===== src/rtl/timer_pkg.sv =====
// Shared timer parameters used by the counter, the register block and the
// compare/interrupt logic.
package timer_pkg;

  localparam int CNT_W  = 64;
  localparam int DATA_W = 32;

  // All-ones keeps a freshly reset compare from matching an early count.
  localparam logic [CNT_W-1:0] CMP_RST_VAL = {CNT_W{1'b1}};

endpackage


===== src/rtl/timer_cmp_reg.sv =====
// Compare register: low-half staging register plus an atomic 64-bit commit
// that fires when the high half is written.
module timer_cmp_reg
  import timer_pkg::*;
#(
  parameter int               CNT_W   = timer_pkg::CNT_W,
  parameter int               DATA_W  = timer_pkg::DATA_W,
  parameter logic [CNT_W-1:0] CMP_RST = timer_pkg::CMP_RST_VAL
) (
  input  logic              sys_clk,
  input  logic              sys_rst_n,
  input  logic [DATA_W-1:0] wdata,
  input  logic              cmp_wr_lo,
  input  logic              cmp_wr_hi,
  output logic [CNT_W-1:0]  cmp_val
);

  logic [DATA_W-1:0] r_lo_stage;
  logic [CNT_W-1:0]  r_cmp_val;

  // A simultaneous low/high write commits the previous staged half, since the
  // non-blocking read of r_lo_stage sees its pre-edge value.
  always_ff @(posedge sys_clk) begin
    if (!sys_rst_n) begin
      r_lo_stage <= '0;
      r_cmp_val  <= CMP_RST;
    end else begin
      if (cmp_wr_lo) r_lo_stage <= wdata;
      if (cmp_wr_hi) r_cmp_val  <= {wdata, r_lo_stage};
    end
  end

  assign cmp_val = r_cmp_val;

endmodule


===== src/rtl/timer_compare_irq.sv =====
// Timer compare interrupt: detects the first cycle the live count equals the
// committed compare value and latches a sticky, enable-gated interrupt.
module timer_compare_irq
  import timer_pkg::*;
#(
  parameter int               CNT_W   = timer_pkg::CNT_W,
  parameter int               DATA_W  = timer_pkg::DATA_W,
  parameter logic [CNT_W-1:0] CMP_RST = timer_pkg::CMP_RST_VAL
) (
  input  logic              sys_clk,
  input  logic              sys_rst_n,
  input  logic [CNT_W-1:0]  count,
  input  logic [DATA_W-1:0] wdata,
  input  logic              cmp_wr_lo,
  input  logic              cmp_wr_hi,
  input  logic              int_en_wr,
  input  logic              int_st_clr,
  output logic [CNT_W-1:0]  cmp_val,
  output logic              int_en,
  output logic              int_st,
  output logic              tim_int
);

  logic w_match_raw;
  logic w_set;
  logic r_match_q;
  logic r_int_en;
  logic r_int_st;

  timer_cmp_reg #(
    .CNT_W   (CNT_W),
    .DATA_W  (DATA_W),
    .CMP_RST (CMP_RST)
  ) u_cmp_reg (
    .sys_clk   (sys_clk),
    .sys_rst_n (sys_rst_n),
    .wdata     (wdata),
    .cmp_wr_lo (cmp_wr_lo),
    .cmp_wr_hi (cmp_wr_hi),
    .cmp_val   (cmp_val)
  );

  assign w_match_raw = (count == cmp_val);
  assign w_set       = w_match_raw & ~r_match_q;

  // Only the rising edge of a match sets status, so a halted count or a clear
  // during a held match cannot re-trigger it; a set beats a same-cycle clear.
  always_ff @(posedge sys_clk) begin
    if (!sys_rst_n) begin
      r_match_q <= 1'b0;
      r_int_st  <= 1'b0;
      r_int_en  <= 1'b0;
    end else begin
      r_match_q <= w_match_raw;
      if (w_set)           r_int_st <= 1'b1;
      else if (int_st_clr) r_int_st <= 1'b0;
      if (int_en_wr)       r_int_en <= wdata[0];
    end
  end

  assign int_en  = r_int_en;
  assign int_st  = r_int_st;
  assign tim_int = r_int_st & r_int_en;

endmodule


===== config.mk =====
export PLATFORM = sky130hd
export DESIGN_NAME = timer_compare_irq
export DESIGN_NICKNAME = d
export VERILOG_FILES = /design/src/rtl/timer_pkg.sv /design/src/rtl/timer_cmp_reg.sv /design/src/rtl/timer_compare_irq.sv
export SDC_FILE = /design/constraint.sdc
export NUM_CORES = 1
export LEC_CHECK = 0
export BUFFER_PORTS_ARGS = -buffer_cell sky130_fd_sc_hd__buf_2
export CAP_MARGIN = 40
export CORE_MARGIN = 3
export CORE_UTILIZATION = 25
export DETAILED_ROUTE_END_ITERATION = 10
export PLACE_DENSITY = 0.56
export SLEW_MARGIN = 20
export SYNTH_ARGS = -nofsm -noshare
export SYNTH_HDL_FRONTEND = slang
export SYNTH_SLANG_ARGS = --single-unit

===== constraint.sdc =====
create_clock -name sys_clk -period 2.39 [get_ports sys_clk]
set_clock_uncertainty 0.05 [all_clocks]
set_input_delay 0.239 -clock sys_clk [delete_from_list [all_inputs] [get_ports sys_clk]]
set_output_delay 0.239 -clock sys_clk [all_outputs]
set_load 0.02 [all_outputs]

==> qor.yml, run 1 <==
outcome:
  status: "finished, final reports clean"
layout:
  stdcell_area_um2: 5658
  fillCellCount: 1724
  syn2layout_area_growth_pct: 32.73
  num-nets-final: 682
  utilization_pct: 34.00
  drive_gt1_share_pct: 32.48
  final_cells: 806
grt:
  grt_pass1_vias: 3499
  gr-usage-met3_pct: 4.412
  antenna_found_initial: 1
  use_met2_pct: 22.37
  grt_pass1_wl_um: 20360
  grt_max_degree: 60
  use_met1_pct: 20.60
  overflow: 0
  gr-usage-all-layers_pct: 14.89
  grt.busiest_layer: "met2"
yosys:
  async_flop_share_pct: 0
  synth_cell_types: 25
  synthFlopType: "dfxtp_1"
  synth_adder_area_share_pct: 0
  synth_seq_area_share_pct: 46.49
  syn_avg_cell_area_um2: 10.20
  synthMuxAreaShare_pct: 21.60
  syn-num-nets: 520
  ys_seq_elements: 99
  synthTopCellsByCount: "dfxtp_1, mux2i_1, nand2_1, nor2b_1, xnor2_1"
  synth-xor-area-share_pct: 11.30
  yosysWarnings: 0
  synthSimpleGateAreaFrac_pct: 15.47
  synthCells: 418
  netlist_area_um2: 4263
  synth-compound-area-share_pct: 2.260
  synth_edf_count: 0
  synth_top_cell_by_area: "dfxtp_1"
  synth_top_family_by_area: "multiplexers"
  synth.area.top_cells: "dfxtp_1, mux2i_1, xnor2_1"
  yosysTopAreaCellShare_pct: 46.49
  yosysMostFrequentCell: "dfxtp_1"
cts:
  cts_hold_buf: 0
  cts_resized: 0
  cts-root-buf: "clkbuf_16"
  cts_max_path_buffers: 2
  clkLatencyLatePin_ns: 0.35
  clock-sinks: 99
  cts_setup_buffers: 0
  htree_levels: 3
  cts_tree: "yes"
  numCtsBuffers: 9
  path_clk_slew_ns: 0.07
setup_path:
  critPathArrivalTime_ns: 2.21
  r2r_cells: 5
  end_kind: "flop"
  cp-start-kind: "flop"
  required_ns: 2.62
  reg2reg_from: "u_cmp_reg.cmp_val[27]"
  critPathMaxFanout: 3
  crit_type: "reg2reg"
  r2r_end: "r_match_q"
  r2r_slack_ns: 0.41
floorplanning:
  dieArea_um2: 18650
  pin_count: 169
  fp.dieH_um: 136.6
  initial_core_util_pct: 25.61
  die_x_um: 136.6
  fp-row-count: 47
  core_area_um2: 16640
timing:
  slew_violations: 0
  layout_min_cycle_time_ns: 1.985
  max_slew.worst_pin.slew_ns: 0.5317
  hold_viol: 0
  rsz0062_at_grt: "no"
  setup_viol: 0
  slew_headroom_pct: 64.55
  period_share_pct: 83.05
  finalSetupTns_ns: 0
  fmax_ghz: 0.5038
power_and_ir_drop:
  total_power_mw: 4.022
  cellLeakagePower_nw: 2.599
  ir_drop_mv: 0.3294
  power_density_nw_per_um2: 710.8
routing:
  viasPerCell: 4.330
  drc_errors: 0
  drt_wl_total_um: 14000
  num_vias: 3490
  drt_iter0_drc: 92
  routedWlPerCell_um: 17.37
  drt_first_pass_iters: 4
  drtAntennaViolNets: 0
worst_hold_path:
  hold_start: "wdata[6]"
  hold-path-cell-count: 3
  min_path_type: "in2reg"
  holdPathEnd: "u_cmp_reg.cmp_val[38]"
place:
  globalplace.congestion: 0.8103
  hpwl_um: 11010
  placed_cell_area_um2: 5368
  place_inst: 789
  port_buffers: 168
job:
  drv_cap: 0
[cell families (layout without fill, tap and decap cells)]
family                 count (synthesis)  count (layout)
AO/OA/AOI/OAI                         12              12
other                                  0               1
AND/OR/NAND/NOR                      130             130
multiplexers                          92              92
XOR/XNOR                              55              55
buffers and inverters                 30             197
flip-flops                            99              99
[cells in the final DEF, fill, tap and decap left out, types with 2 or more instances in the layout]
master,count
clkbuf_1,3
and2b_2,2
dfxtp_1,99
buf_2,167
nor2b_1,38
nand2_1,64
o211ai_1,5
buf_4,4
a2111o_1,2
nor4_1,7
buf_12,3
xor2_1,19
clkbuf_16,9
xnor2_1,36
o22ai_1,3
inv_1,7
mux2i_1,92
nor3_1,2
nand4_1,11
[report_power, final]
group	internal [mW]	switching, mW	leakage, nW
sequential	1.76	0.0920	0.822
clock	0.814	0.642	0.137
combinational	0.308	0.405	1.64
[state kept, by name (all words and copies together), names as in the netlist]
| signal | count |
|---|---|
| int_st | 1 |
| u_cmp_reg.cmp_val | 64 |
| r_match_q | 1 |
| u_cmp_reg.r_lo_stage | 32 |
| int_en | 1 |
[per-layer routing]
layer / up-vias / routed length (um) / part of all wire (%)
met5: - / 0 / 0
met2: 119 / 6279 / 45
met3: 11 / 868 / 6.2
li1: 1735 / - / -
met4: 0 / 184 / 1.3
met1: 1625 / 6671 / 48
[critical path: stages, from the launching register on]
cell and delay [ns]:
dfxtp_1 0.33, xnor2_1 0.40, nand4_1 0.32, nor4_1 0.38, nand4_1 0.21, nor3_1 0.21
[how the worst max path moves through the flow]
stage | start | slack (ns) | endpoint
4_1_cts | u_cmp_reg.cmp_val[27] | 0.37 | r_match_q
6_report | u_cmp_reg.cmp_val[27] | 0.41 | r_match_q
2_1_floorplan | u_cmp_reg.cmp_val[34] | 0.48 | int_st
5_1_grt | u_cmp_reg.cmp_val[27] | 0.16 | r_match_q
3_3_place_gp | count[27] | 0.43 | r_match_q
3_5_place_dp | count[27] | 0.41 | r_match_q
[metrics by stage]
stage,hold slack (ns),setup slack (ns)
global route,0.06566,0.1641
floorplan,0.3180,0.4783
finish,0.06876,0.4051
detailed placement,0.4121,0.4129
global placement,0.4018,0.4290
CTS,0.05147,0.3730
[area by class of cell]
type | count | area (um^2) | share of cell area, %
inverter | 7 | 26.28 | 0.4644
timing repair buffer | 174 | 925.9 | 16.36
clock inverter | 4 | 51.30 | 0.9067
multi-input combinational | 289 | 2158 | 38.15
antenna | 1 | 2.502 | 0.04423
tap | 220 | 275.3 | 4.865
sequential | 99 | 1982 | 35.03
clock buffer | 12 | 236.5 | 4.180
Note: power is estimated with default switching activity, not from simulation.
==> run 2, diff against run 1 <==
- PLACE_DENSITY: 0.56 -> 0.57
- clock period: 2.39 -> 1.8 ns (I/O delays scaled with it)
==> run 2 against run 1 <==
The flow now finishes with violations (negative setup slack). Global-route usage shrank 0.44 points. Design area increased by 2.7%. Register-to-register slack got worse by 0.47 ns. Total power rose by 34%. Sequential power up 33%. Final cell count increased by 0.74%. Flip-flop and latch count stayed put. Clock power up 35%. Critical endpoint is now int_st. Largest power group unchanged.
==> qor.yml, run 2 (same netlist as run 1, synthesis figures left out) <==
outcome:
  status: "complete, but fails checks"  # was finished, final reports clean
  violations: "negative setup slack"
setup_path:
  reg2reg_from: "u_cmp_reg.cmp_val[34]"  # was u_cmp_reg.cmp_val[27]
  critPathSlowestCell: "or4_4"  # was xnor2_1
  r2r_slack_ns: -0.06  # was 0.41 ns
  critPathMaxFanout: 2  # was 3
  cp-start-kind: "flop"  # unchanged
  r2r_cells: 5  # unchanged
  crit_type: "reg2reg"  # unchanged
  slowest_delay_ns: 0.42  # was 0.40 ns
  r2r_end: "int_st"  # was r_match_q
  path_cells: "and2b_2 > a2111o_1 > or4_4 > or3_1 > o21ai_2"  # was xnor2_1 > nand4_1 > nor4_1 > nand4_1 > nor3_1
  critPathArrivalTime_ns: 2.10  # was 2.21 ns
  required_ns: 2.04  # was 2.62 ns
  end_kind: "flop"  # unchanged
floorplanning:
  pin_count: 169  # unchanged
  dieArea_um2: 18650  # unchanged
  core_area_um2: 16640  # unchanged
  die_x_um: 136.6  # unchanged
  fp-row-count: 47  # unchanged
  initial_core_util_pct: 25.61  # unchanged
  fp.dieH_um: 136.6  # unchanged
timing:
  rsz0062_at_grt: "yes"  # was no
  slew_headroom_pct: 63.98  # was 64.55%
  hold_viol: 0  # unchanged
  finalSetupTns_ns: -0.06009  # was 0 ns
  slew_violations: 0  # unchanged
  layout_min_cycle_time_ns: 1.860  # was 1.985 ns
  period_share_pct: 103.3  # was 83.05%
  fmax_ghz: 0.5376  # was 0.5038 GHz
  hold_slack_ns: 0.01542  # was 0.06876 ns
  setup_viol: 1  # was 0
  max_slew.worst_pin.slew_ns: 0.5403  # was 0.5317 ns
  fin_ws_ns: -0.06009  # was 0.4051 ns
power_and_ir_drop:
  ir_drop_mv: 0.5425  # was 0.3294 mV
  power_density_nw_per_um2: 930.7  # was 710.8 nW/um^2
  cellLeakagePower_nw: 2.671  # was 2.599 nW
  switchingPower_mw: 1.521  # was 1.139 mW
  p_clk_share_pct: 36.5  # was 36.2%
  power.internal_mw: 3.886  # was 2.883 mW
  p_comb_share_pct: 18.0  # was 17.7%
  p_sw_share_pct: 28.12  # was 28.32%
  pwr-share-seq_pct: 45.5  # was 46.1%
place:
  port_buffers: 168  # unchanged
  hpwl_um: 10530  # was 11010 um
  place_inst: 794  # was 789
  globalplace.congestion: 0.7639  # was 0.8103
  post-place-ws_ns: -0.4732  # was 0.4129 ns
worst_hold_path:
  holdPathEnd: "u_cmp_reg.cmp_val[35]"  # was u_cmp_reg.cmp_val[38]
  hold_start: "wdata[3]"  # was wdata[6]
  hold-path-cell-count: 3  # unchanged
  min_path_type: "in2reg"  # unchanged
cts:
  htree_levels: 3  # unchanged
  path_clk_slew_ns: 0.07  # about the same
  cts-root-buf: "clkbuf_16"  # unchanged
  cts_tree: "yes"  # unchanged
  numCtsBuffers: 9  # unchanged
  cts_max_path_buffers: 2  # unchanged
  clock-sinks: 99  # unchanged
  clkLatencyLatePin_ns: 0.35  # about the same
layout:
  final_cell_mix: "buf_2, dfxtp_1, mux2i_1"  # unchanged
  final_cells: 812  # was 806
  utilization_pct: 34.91  # was 34.00%
  syn2layout_area_growth_pct: 36.28  # was 32.73%
  drive_gt1_share_pct: 35.70  # was 32.48%
  largest_reg_flops: 64  # unchanged
  final_common_cell: "buf_2"  # unchanged
  num-nets-final: 688  # was 682
routing:
  viasPerCell: 4.278  # was 4.330
  num_vias: 3474  # was 3490
  drt_iter0_drc: 118  # was 92
  drt_first_pass_iters: 4  # unchanged
  drt_wl_total_um: 13660  # was 14000 um
  routedWlPerCell_um: 16.82  # was 17.37 um
  drtAntennaViolNets: 0  # unchanged
  drc_errors: 0  # unchanged
grt:
  antenna_found_initial: 1  # unchanged
  grt_pass1_wl_um: 19910  # was 20360 um
  grt_pass1_vias: 3489  # was 3499
  gr-usage-all-layers_pct: 14.45  # was 14.89%
  grt_max_degree: 71  # was 60
  overflow: 0  # unchanged
job:
  drv_cap: 0  # unchanged
run 2: worst max-delay path by stage:
stage	endpoint	from	depth (start not counted)
after floorplan	int_st	u_cmp_reg.cmp_val[34]	5
after global placement	r_match_q	u_cmp_reg.cmp_val[27]	5
after detailed placement	r_match_q	u_cmp_reg.cmp_val[27]	5
after CTS	int_st	u_cmp_reg.cmp_val[34]	5
after global routing	int_st	u_cmp_reg.cmp_val[34]	5
final	int_st	u_cmp_reg.cmp_val[34]	5
run 2: power groups by stage:
stage          clock network [mW]  registers (mW)  logic [mW]
2_1_floorplan                   0            2.61       0.420
3_3_place_gp                    0            2.50       0.953
3_5_place_dp                    0            2.51       0.965
4_1_cts                      2.05            2.46       0.983
5_1_grt                      2.16            2.48        1.06
6_report                     1.97            2.46       0.976
run 2: cell type report:
type                    count  area [um^2]
repair buffers            180        978.4
well taps                 220        275.3
flip-flops and latches     99         1992
clock inverters             6        65.06
multi-input cells         289         2231
diodes                      1        2.502
inverters                   7        26.28
fillers                  1682        10830
clock buffers              10        239.0
run 2: timing repair:
action                     CTS  global route
gates resized for setup      7             5
hold buffers                 0             0
hold endpoints to repair     0             0
setup endpoints to repair    2             2
buffers inserted             0             1
pin swaps                    2             7
run 2: worst max-delay path: cells and delay by family (launching register included):
family	cells	cell delay, ns
compound gates	2	0.42
simple gates	3	0.99
flops	1	0.34
run 2: stage by stage:
stage                     area, um^2  power (mW)
after floorplan                 4269       3.031
after global placement          5391       3.452
after detailed placement        5419       3.471
after CTS                       5771       5.495
after global routing            5807       5.699
final                           5809       5.407
run 2: metal layers:
layer | global-route usage [%] | share of wire, % | vias up
met5 | 0 | 0.095 | -
met4 | 4.479 | 1.8 | 2
met3 | 3.824 | 6.4 | 17
met2 | 22.51 | 45 | 117
met1 | 19.53 | 47 | 1600
li1 | - | - | 1738
